### src/rtl/cpu_pkg.sv
// cpu_pkg: shared CPU types. The fetch stage adds its FSM state and
// FIFO entry layout here so the decoder side can reuse them.
package cpu_pkg;

    // Raw instruction word; all zeros decodes as NONE/NOP.
    typedef logic [31:0] ir_t;

    localparam ir_t IR_NOP = 32'h0000_0000;

    // Fetch FSM states: nothing outstanding, read kept, read discarded.
    typedef enum logic [1:0] {
        IDLE = 2'd0,
        WAIT = 2'd1,
        DROP = 2'd2
    } fetch_state_e;

    // One fetched instruction together with the address it came from.
    typedef struct packed {
        logic [15:0] pc;
        ir_t         ir;
    } fetch_entry_t;

endpackage

### src/rtl/fetch_fifo.sv
// fetch_fifo: small in-order FIFO of fetch_entry_t between the fetch
// FSM and the decoder. DEPTH must be a power of two so the pointers
// wrap naturally. A synchronous flush clears count and pointers.
module fetch_fifo
    import cpu_pkg::*;
#(
    parameter int DEPTH = 2
) (
    input  logic                   clk,
    input  logic                   rst_n,
    input  logic                   flush,
    input  logic                   push,
    input  fetch_entry_t           push_data,
    input  logic                   pop,
    output fetch_entry_t           head,
    output logic                   empty,
    output logic [$clog2(DEPTH):0] count
);

    localparam int PW = $clog2(DEPTH);

    logic [PW-1:0] wr_ptr_q, wr_ptr_d;
    logic [PW-1:0] rd_ptr_q, rd_ptr_d;
    logic [PW:0]   count_q, count_d;
    fetch_entry_t  slot_q [DEPTH];

    // Pointer and occupancy update; a flush overrides any push or pop.
    always_comb begin
        // NOTE: every signal gets a default first so no path leaves it unassigned (no latch).
        wr_ptr_d = wr_ptr_q;
        rd_ptr_d = rd_ptr_q;
        count_d  = count_q;
        if (flush) begin
            wr_ptr_d = '0;
            rd_ptr_d = '0;
            count_d  = '0;
        end else begin
            if (push) wr_ptr_d = wr_ptr_q + 1'b1;
            if (pop)  rd_ptr_d = rd_ptr_q + 1'b1;
            count_d = count_q + (PW+1)'(push) - (PW+1)'(pop);
        end
    end

    // Control registers, cleared asynchronously.
    always_ff @(posedge clk or negedge rst_n) begin
        // NOTE: sequential state uses <= so every flop samples pre-edge values.
        if (!rst_n) begin
            wr_ptr_q <= '0;
            rd_ptr_q <= '0;
            count_q  <= '0;
        end else begin
            wr_ptr_q <= wr_ptr_d;
            rd_ptr_q <= rd_ptr_d;
            count_q  <= count_d;
        end
    end

    // Entry storage write port.
    always_ff @(posedge clk) begin
        // NOTE: storage is not reset; count gates its visibility, so stale contents never escape.
        if (push && !flush) slot_q[wr_ptr_q] <= push_data;
    end

    assign head  = slot_q[rd_ptr_q];
    assign empty = (count_q == '0);
    assign count = count_q;

endmodule

### src/rtl/fetch_unit.sv
// fetch_unit: instruction fetch stage. Issues one word read at a time,
// queues returned words with their address, and hands them to the
// decoder over ir_valid/ir_ready. A jump flushes the queue, redirects
// the PC and discards any read still in flight.
// Build option: define FETCH_BYPASS_EN to forward read data straight
// to ir when the queue is empty (zero-cycle rvalid-to-decode latency).
module fetch_unit
    import cpu_pkg::*;
#(
    parameter int          DEPTH    = 2,
    parameter logic [15:0] RESET_PC = 16'h0000
) (
    input  logic        clk,
    input  logic        rst_n,
    output logic        mem_rd_req,
    output logic [15:0] mem_addr,
    input  logic        mem_rd_gnt,
    input  logic        mem_rvalid,
    input  logic [31:0] mem_rdata,
    output ir_t         ir,
    output logic [15:0] ir_pc,
    output logic        ir_valid,
    input  logic        ir_ready,
    input  logic        jump_en,
    input  logic [15:0] jump_addr
);

    localparam int             CW      = $clog2(DEPTH) + 1;
    localparam logic [CW-1:0]  DEPTH_C = CW'(DEPTH);

    fetch_state_e  state_q, state_d;
    logic [15:0]   fetch_pc_q, fetch_pc_d;
    logic [15:0]   req_pc_q, req_pc_d;

    logic          fifo_push;
    logic          fifo_pop;
    logic          fifo_empty;
    logic [CW-1:0] fifo_count;
    fetch_entry_t  fifo_head;
    fetch_entry_t  fifo_wdata;

    // State, fetch PC and request PC registers.
    always_ff @(posedge clk or negedge rst_n) begin
        if (!rst_n) begin
            state_q    <= IDLE;
            fetch_pc_q <= RESET_PC;
            req_pc_q   <= '0;
        end else begin
            state_q    <= state_d;
            fetch_pc_q <= fetch_pc_d;
            req_pc_q   <= req_pc_d;
        end
    end

    // Next state and PC: a grant starts a read, rvalid retires it, a jump redirects.
    always_comb begin
        state_d    = state_q;
        fetch_pc_d = fetch_pc_q;
        req_pc_d   = req_pc_q;
        case (state_q)
            IDLE: begin
                if (mem_rd_req && mem_rd_gnt) begin
                    state_d    = WAIT;
                    req_pc_d   = fetch_pc_q;
                    fetch_pc_d = fetch_pc_q + 16'd1;
                end
            end
            WAIT: begin
                if (mem_rvalid)   state_d = IDLE;
                else if (jump_en) state_d = DROP;
            end
            DROP: begin
                if (mem_rvalid) state_d = IDLE;
            end
            default: state_d = IDLE;
        endcase
        // Request is gated off during a jump, so this never races the increment.
        if (jump_en) fetch_pc_d = jump_addr;
    end

    // Outputs: issue gating, queue push/pop and the decoder-facing head.
    always_comb begin
        mem_rd_req = (state_q == IDLE) && (fifo_count < DEPTH_C) && !jump_en && rst_n;
        mem_addr   = fetch_pc_q;

        fifo_wdata.pc = req_pc_q;
        fifo_wdata.ir = mem_rdata;
        fifo_push     = (state_q == WAIT) && mem_rvalid && !jump_en;

        ir_valid = !fifo_empty;
        ir       = fifo_empty ? IR_NOP : fifo_head.ir;
        ir_pc    = fifo_empty ? 16'h0000 : fifo_head.pc;
`ifdef FETCH_BYPASS_EN
        // Empty queue: show the returning word now and skip the queue if taken.
        if (fifo_empty && fifo_push) begin
            ir_valid = 1'b1;
            ir       = mem_rdata;
            ir_pc    = req_pc_q;
            if (ir_ready) fifo_push = 1'b0;
        end
`endif
        fifo_pop = !fifo_empty && ir_ready;
    end

    fetch_fifo #(
        .DEPTH (DEPTH)
    ) u_fifo (
        .clk       (clk),
        .rst_n     (rst_n),
        .flush     (jump_en),
        .push      (fifo_push),
        .push_data (fifo_wdata),
        .pop       (fifo_pop),
        .head      (fifo_head),
        .empty     (fifo_empty),
        .count     (fifo_count)
    );

endmodule

### config.mk
export PLATFORM = sky130hd
export DESIGN_NAME = fetch_unit
export DESIGN_NICKNAME = d
export VERILOG_FILES = /design/src/rtl/cpu_pkg.sv /design/src/rtl/fetch_fifo.sv /design/src/rtl/fetch_unit.sv
export SDC_FILE = /design/constraint.sdc
export NUM_CORES = 1
export LEC_CHECK = 0
export CAP_MARGIN = 20
export CORE_UTILIZATION = 55
export CTS_CLUSTER_SIZE = 24
export DETAILED_ROUTE_END_ITERATION = 12
export PLACE_DENSITY = 0.85
export SYNTH_ARGS = -nofsm -noshare
export SYNTH_HDL_FRONTEND = slang
export SYNTH_HIERARCHICAL = 1
export SYNTH_SLANG_ARGS = --single-unit
### constraint.sdc
create_clock -name clk -period 10.3 [get_ports clk]
set_input_delay 1.03 -clock clk [delete_from_list [all_inputs] [get_ports clk]]
set_output_delay 1.03 -clock clk [all_outputs]
set_load 0.03 [all_outputs]
==> results of run 1 <==
[cell type report]
class / instances / area share (%)
tap: 136 / 2.22
sequential: 134 / 50.1
inverter: 9 / 0.441
timing repair buffer: 124 / 16.5
clock inverter: 13 / 1.64
multi-input combinational: 249 / 23.6
clock buffer: 19 / 5.51
[cell usage after synthesis, drive strengths merged, types with 6 or more instances]
library cell  number
o311ai             6
edfxtp            96
nand4              7
nor3               7
o21ai              8
dfrtp             38
buf               10
nor2b             50
nand2             61
o211ai             7
mux2              48
clkbuf             8
inv                9
nor2              10
[worst paths after layout]
check,cells after the start,to,slack (ns),start
setup / recovery,5,mem_rd_req,6.43,jump_en
max in group asynchronous,1,u_fifo/rd_ptr_q,9.05,rst_n
min in group asynchronous,1,mem_addr[1],0.64,rst_n
hold / removal,0,u_fifo/slot_q[1][40],0.47,req_pc_q[8]
hold reg to reg,0,u_fifo/slot_q[1][40],0.47,req_pc_q[8]
setup reg to reg,4,u_fifo/slot_q[1][39],7.88,state_q[0]
[through the flow]
step	total power, mW	cell area (µm²)	setup slack [ns]	util [%]
finish	1.88	7650	6.43	74.5
global route	1.96	7650	6.31	74.5
CTS	1.88	7610	6.43	74.1
detailed placement	1.32	7070	6.44	68.7
global placement	1.31	7050	6.46	68.6
floorplan	1.11	5780	4.43	-
[kinds of logic after synthesis]
| group | synth area share, % |
|---|---|
| and+or+nand+nor | 14.6 |
| xor gates and xnor gates | 0.844 |
| DFF | 66.3 |
| AOI/OAI and AO/OA | 4.89 |
| buffers and inverters | 2.68 |
| muxes | 10.0 |
| adders and majority gates | 0.649 |
[registers in the layout, summed over array words and instances, names as in the netlist]
name,count
req_pc_q,16
state_q,2
u_fifo/slot_q,96
u_fifo/count,2
mem_addr,16
u_fifo/wr_ptr_q,1
u_fifo/rd_ptr_q,1
[power by group through the flow]
stage	logic [mW]	registers, mW	clock network, mW
5_1_grt	0.668	0.712	0.579
3_3_place_gp	0.577	0.731	0
3_5_place_dp	0.612	0.713	0
2_1_floorplan	0.406	0.701	0
4_1_cts	0.622	0.704	0.553
6_report	0.626	0.704	0.547
[worst reg2reg max path: stages (launching register included)]
cell,delay [ns]
dfrtp_1,0.40
inv_1,0.10
nor4b_1,0.65
and3b_2,0.68
buf_12,0.27
[routing by layer]
layer	up-vias	part of all wire (%)	track usage [%]	routed length, µm
li1	1750	-	-	-
met4	0	0.53	7.76	64
met3	9	6.6	5.33	793
met5	-	0	0	0
met1	1834	43	30.5	5190
met2	154	50	37.7	5930
==> out/qor.csv, run 1 <==
metric,value,unit
cell-internal power,1.26,mW
measured slew at the worst slew-check pin,0.926,ns
TritonCTS clock tree,built,
Hold Fails Final Rpt,0,
Final Skew,0.00698,ns
Vias,3747,
Ports,120,
Peak VDD IR,0.154,mV
"commonest non-fill, non-tap cell in the layout",clkdlybuf4s50_1,
Post-Syn Area,5780,µm²
DPL Wire Length,7230,µm
total clock sinks,134,
power per cell area,245,nW/µm²
largest net degree at the start of global routing,51,
Slew headroom,38.3,%
sequential cell area fraction in the yosys report,66.3,%
Mapped Cells,410,
GP Congestion,0.907,
required time worst endpoint,9.27,ns
die height,105,µm
type of origin of the critical path,input port,
H-tree levels,4,
post-synthesis cell type count,48,
# hold bufs at CTS,0,
Die Area,10900,µm²
initial antenna violation count,0,
filler instances,652,
most frequent cells in the layout,"clkdlybuf4s50_1 (118), edfxtp_1 (96), nand2_1 (59)",
Area contributors post-synth,"edfxtp_1 (50%), dfrtp_1 (16%), mux2_2 (7.4%)",
Yosys top cell area share,49.9,%
core outline area,10300,µm²
Comb power frac,33.4,%
worst-path cell chain,clkdlybuf4s50_1 > buf_4 > nor4_4 > and2_1 > clkdlybuf4s50_1,
part of the cycle the worst path needs,37.6,%
diode count,0,
Post-synth EDFFs,96,
syn avg cell area,14.1,µm²
Sw Share,33.1,%
"CTS clk-pin slew, worst paths",0.06,ns
status,completed,
RSZ-0062 raised after global routing,no,
Resize count post-CTS,0,
# rows,37,
Hold WC Path Type,reg -> reg,
Slowest Stage Delay on Critical Path,0.67,ns
synth warn,6,
CP dominant cell by count,clkdlybuf4s50_1,
# Max-Cap Violations,0,
Max Freq,258,MHz
Pleak,2.80,nW
Finished Layout Cells,684,
area delta synth->final,32.4,%
global-route wire length before repair,19200,µm
WL final,12000,µm
Die X,105,µm
number of synthesized register bits,134,
critical path class,in -> out,
NumNets Final,592,
Initial Utilization,56.2,%
Final min period,3.87,ns
Post-CTS Repair Setup Buffers,0,
setup TNS,0,ns
routed len/inst,17.5,µm
final setup vio count,0,
Num CTS Buffers,17,
sequential share of power,37.5,%
Synth Flop Type,edfxtp_1,
post-DR vias/cell,5.48,
Crit Path Max Fanout,29,
TritonRoute pass-1 iters,5,
area taken by flip-flops and latches,3830,µm²
Residual DRC,0,
placed insts,650,
Worst Path Buf+Inv,3,
max-slew violation count,0,
kind of end point of the critical path,primary output,
worst hold slack,0.473,ns
Worst-Skew Late Latency,0.50,ns
GRT Overall Usage,23.1,%
"delay-heaviest family, CP",buffers and inverters,
CP max stage cell,clkdlybuf4s50_1,
Buffers on Ports,119,
CTS Buffer Depth,2,
clock power share,29.1,%
root buffer cell,clkbuf_8,
antenna-violating nets left,0,
Synth area leader,edfxtp_1,
grt ovf,0,
layout cell share with drive strength beyond 1,17.5,%
Iteration-0 DRC Markers,233,
critical path arrival,2.84,ns
vias in the first global route,3880,
"Async S/R FF share, synth",28.4,%
post-synth net total,467,
area of the multi-input gates,1810,µm²
switching power,0.622,mW
Power figures use the tool's default switching activity.
==> inputs of run 2 (changes only) <==
- CORE_UTILIZATION: 55 -> 51
- PLACE_DENSITY: 0.85 -> 0.8
- clock period: 10.3 -> 3.7 ns (I/O delays scaled with it)
==> run 2 against run 1 <==
Hold slack lost 0.41 ns. Highest routed layer unchanged. Sequential cell count unchanged. Largest cell class unchanged. Non-clock buffer count grew 3. Critical endpoint is now ir_pc[9]. Utilization down 3.9 points. Design area grew 0.80%. Via count fell by 1.1%. Die area grew 7.7%. Largest power group unchanged. Worst setup slack got worse by 5.7 ns.
==> out/qor.csv, run 2 (synthesis gave the netlist of run 1 again) <==
metric,value,unit,change
Finished Layout Cells,691,,was 684
Final min period,2.98,ns,
routed len/inst,16.5,µm,was 17.5 µm
measured slew at the worst slew-check pin,0.981,ns,was 0.926 ns
worst-path cell chain,buf_4 > mux2_2 > nor2b_1 > clkdlybuf4s50_1,,was clkdlybuf4s50_1 > buf_4 > nor4_4 > and2_1 > clkdlybuf4s50_1
post-DR vias/cell,5.36,,was 5.48
Residual DRC,0,,unchanged
Pleak,2.84,nW,was 2.80 nW
Num CTS Buffers,17,,unchanged
kind of end point of the critical path,primary output,,unchanged
CP max stage cell,dfrtp_2,,was clkdlybuf4s50_1
vias in the first global route,3606,,was 3880
Worst Path Buf+Inv,2,,was 3
Iteration-0 DRC Markers,194,,was 233
Post-CTS Repair Setup Buffers,0,,unchanged
# rows,38,,was 37
CTS Buffer Depth,2,,unchanged
Resize count post-CTS,0,,unchanged
DPL Wire Length,7530,µm,was 7230 µm
global-route wire length before repair,17600,µm,was 19200 µm
"CTS clk-pin slew, worst paths",0.06,ns,about the same
Largest register FFs,96,,unchanged
Worst-Skew Late Latency,0.41,ns,was 0.50 ns
area delta synth->final,33.4,%,was 32.4%
# hold bufs at CTS,0,,unchanged
critical path arrival,2.61,ns,was 2.84 ns
RSZ-0062 raised after global routing,no,,unchanged
"delay-heaviest family, CP",buffers and inverters,,unchanged
status,completed,,unchanged
root buffer cell,clkbuf_16,,was clkbuf_8
layout cell share with drive strength beyond 1,18.3,%,was 17.5%
Hold WC Path Type,in -> async,,was reg -> reg
RR Startpoint,state_q[0],,unchanged
Max Freq,335,MHz,
core outline area,10900,µm²,was 10300 µm²
TritonCTS clock tree,built,,unchanged
Crit Path Max Fanout,27,,was 29
Die Area,11800,µm²,was 10900 µm²
setup TNS,0,ns,unchanged
Buffers on Ports,119,,unchanged
critical path class,reg -> out,,was in -> out
initial antenna violation count,0,,unchanged
required time worst endpoint,3.33,ns,was 9.27 ns
max-slew violation count,0,,unchanged
Worst Setup SP,u_fifo/rd_ptr_q,,was jump_en
NumNets Final,595,,was 592
type of origin of the critical path,flop,,was input port
"commonest non-fill, non-tap cell in the layout",clkdlybuf4s50_1,,unchanged
Die X,108,µm,was 105 µm
Slowest Stage Delay on Critical Path,0.75,ns,was 0.67 ns
most frequent cells in the layout,"clkdlybuf4s50_1 (118), edfxtp_1 (96), nand2_1 (59)",,unchanged
part of the cycle the worst path needs,80.7,%,
Initial Utilization,52.9,%,was 56.2%
antenna-violating nets left,0,,unchanged
Peak VDD IR,0.378,mV,was 0.154 mV
grt ovf,0,,unchanged
largest net degree at the start of global routing,49,,was 51
H-tree levels,4,,unchanged
TritonRoute pass-1 iters,4,,was 5
Vias,3706,,was 3747
Hold Fails Final Rpt,0,,unchanged
utilization after layout,70.5,%,was 74.5%
final setup vio count,0,,unchanged
GP Congestion,0.883,,was 0.907
WL final,11400,µm,was 12000 µm
diode count,0,,unchanged
# Max-Cap Violations,0,,unchanged
Placement Cell Area,7100,µm²,was 7070 µm²
placed insts,659,,was 650
total clock sinks,134,,unchanged
Biggest register,u_fifo/slot_q,,unchanged
Final Skew,0.00802,ns,was 0.00698 ns
die height,108,µm,was 105 µm
GRT Overall Usage,20.2,%,was 23.1%
Final Cell Area,7710,µm²,was 7650 µm²
power per cell area,688,nW/µm²,was 245 nW/µm²
Ports,120,,unchanged
Slew headroom,34.6,%,was 38.3%
run 2: metrics by stage:
step | setup WS (ns) | hold slack [ns] | power (mW)
2_1_floorplan | 0.206 | 0.0744 | 3.08
3_3_place_gp | 0.830 | 0.449 | 3.66
3_5_place_dp | 0.707 | 0.467 | 3.70
4_1_cts | 0.675 | 0.0705 | 5.36
5_1_grt | 0.577 | 0.0968 | 5.54
6_report | 0.715 | 0.0599 | 5.31
run 2: report_power, final:
group	leakage (nW)	switching, mW	total (mW)	internal (mW)
Combinational	1.20	0.907	1.69	0.784
Sequential	1.34	0.181	1.97	1.79
Clock	0.296	0.595	1.64	1.05
Total	2.84	1.68	5.31	3.62
run 2: layer usage:
| layer | vias up | track usage [%] | wire length [µm] |
|---|---|---|---|
| met3 | 14 | 5.49 | 741 |
| li1 | 1753 | - | - |
| met2 | 147 | 33.2 | 5700 |
| met4 | 0 | 7.92 | 129 |
| met1 | 1792 | 25.6 | 4870 |
| met5 | - | 0 | 0 |
run 2: final timing paths:
check | slack, ns | end | depth (start not counted)
max | 0.72 | ir_pc[9] | 4
min | 0.06 | mem_addr[1] | 2
max reg2reg | 1.28 | u_fifo/slot_q[0][37] | 4
min reg2reg | 0.48 | u_fifo/slot_q[1][38] | 0
max in group asynchronous | 3.27 | u_fifo/rd_ptr_q | 2
min in group clk | 0.48 | u_fifo/slot_q[1][38] | 0
run 2: area by class of cell:
cell class	instances	area (µm²)
Sequential cell	134	3830
Fill cell	762	3220
Multi-Input combinational cell	249	1810
Timing Repair Buffer	127	1250
Clock buffer	24	556
Tap cell	140	175
Clock inverter	8	56.3
Inverter	9	33.8
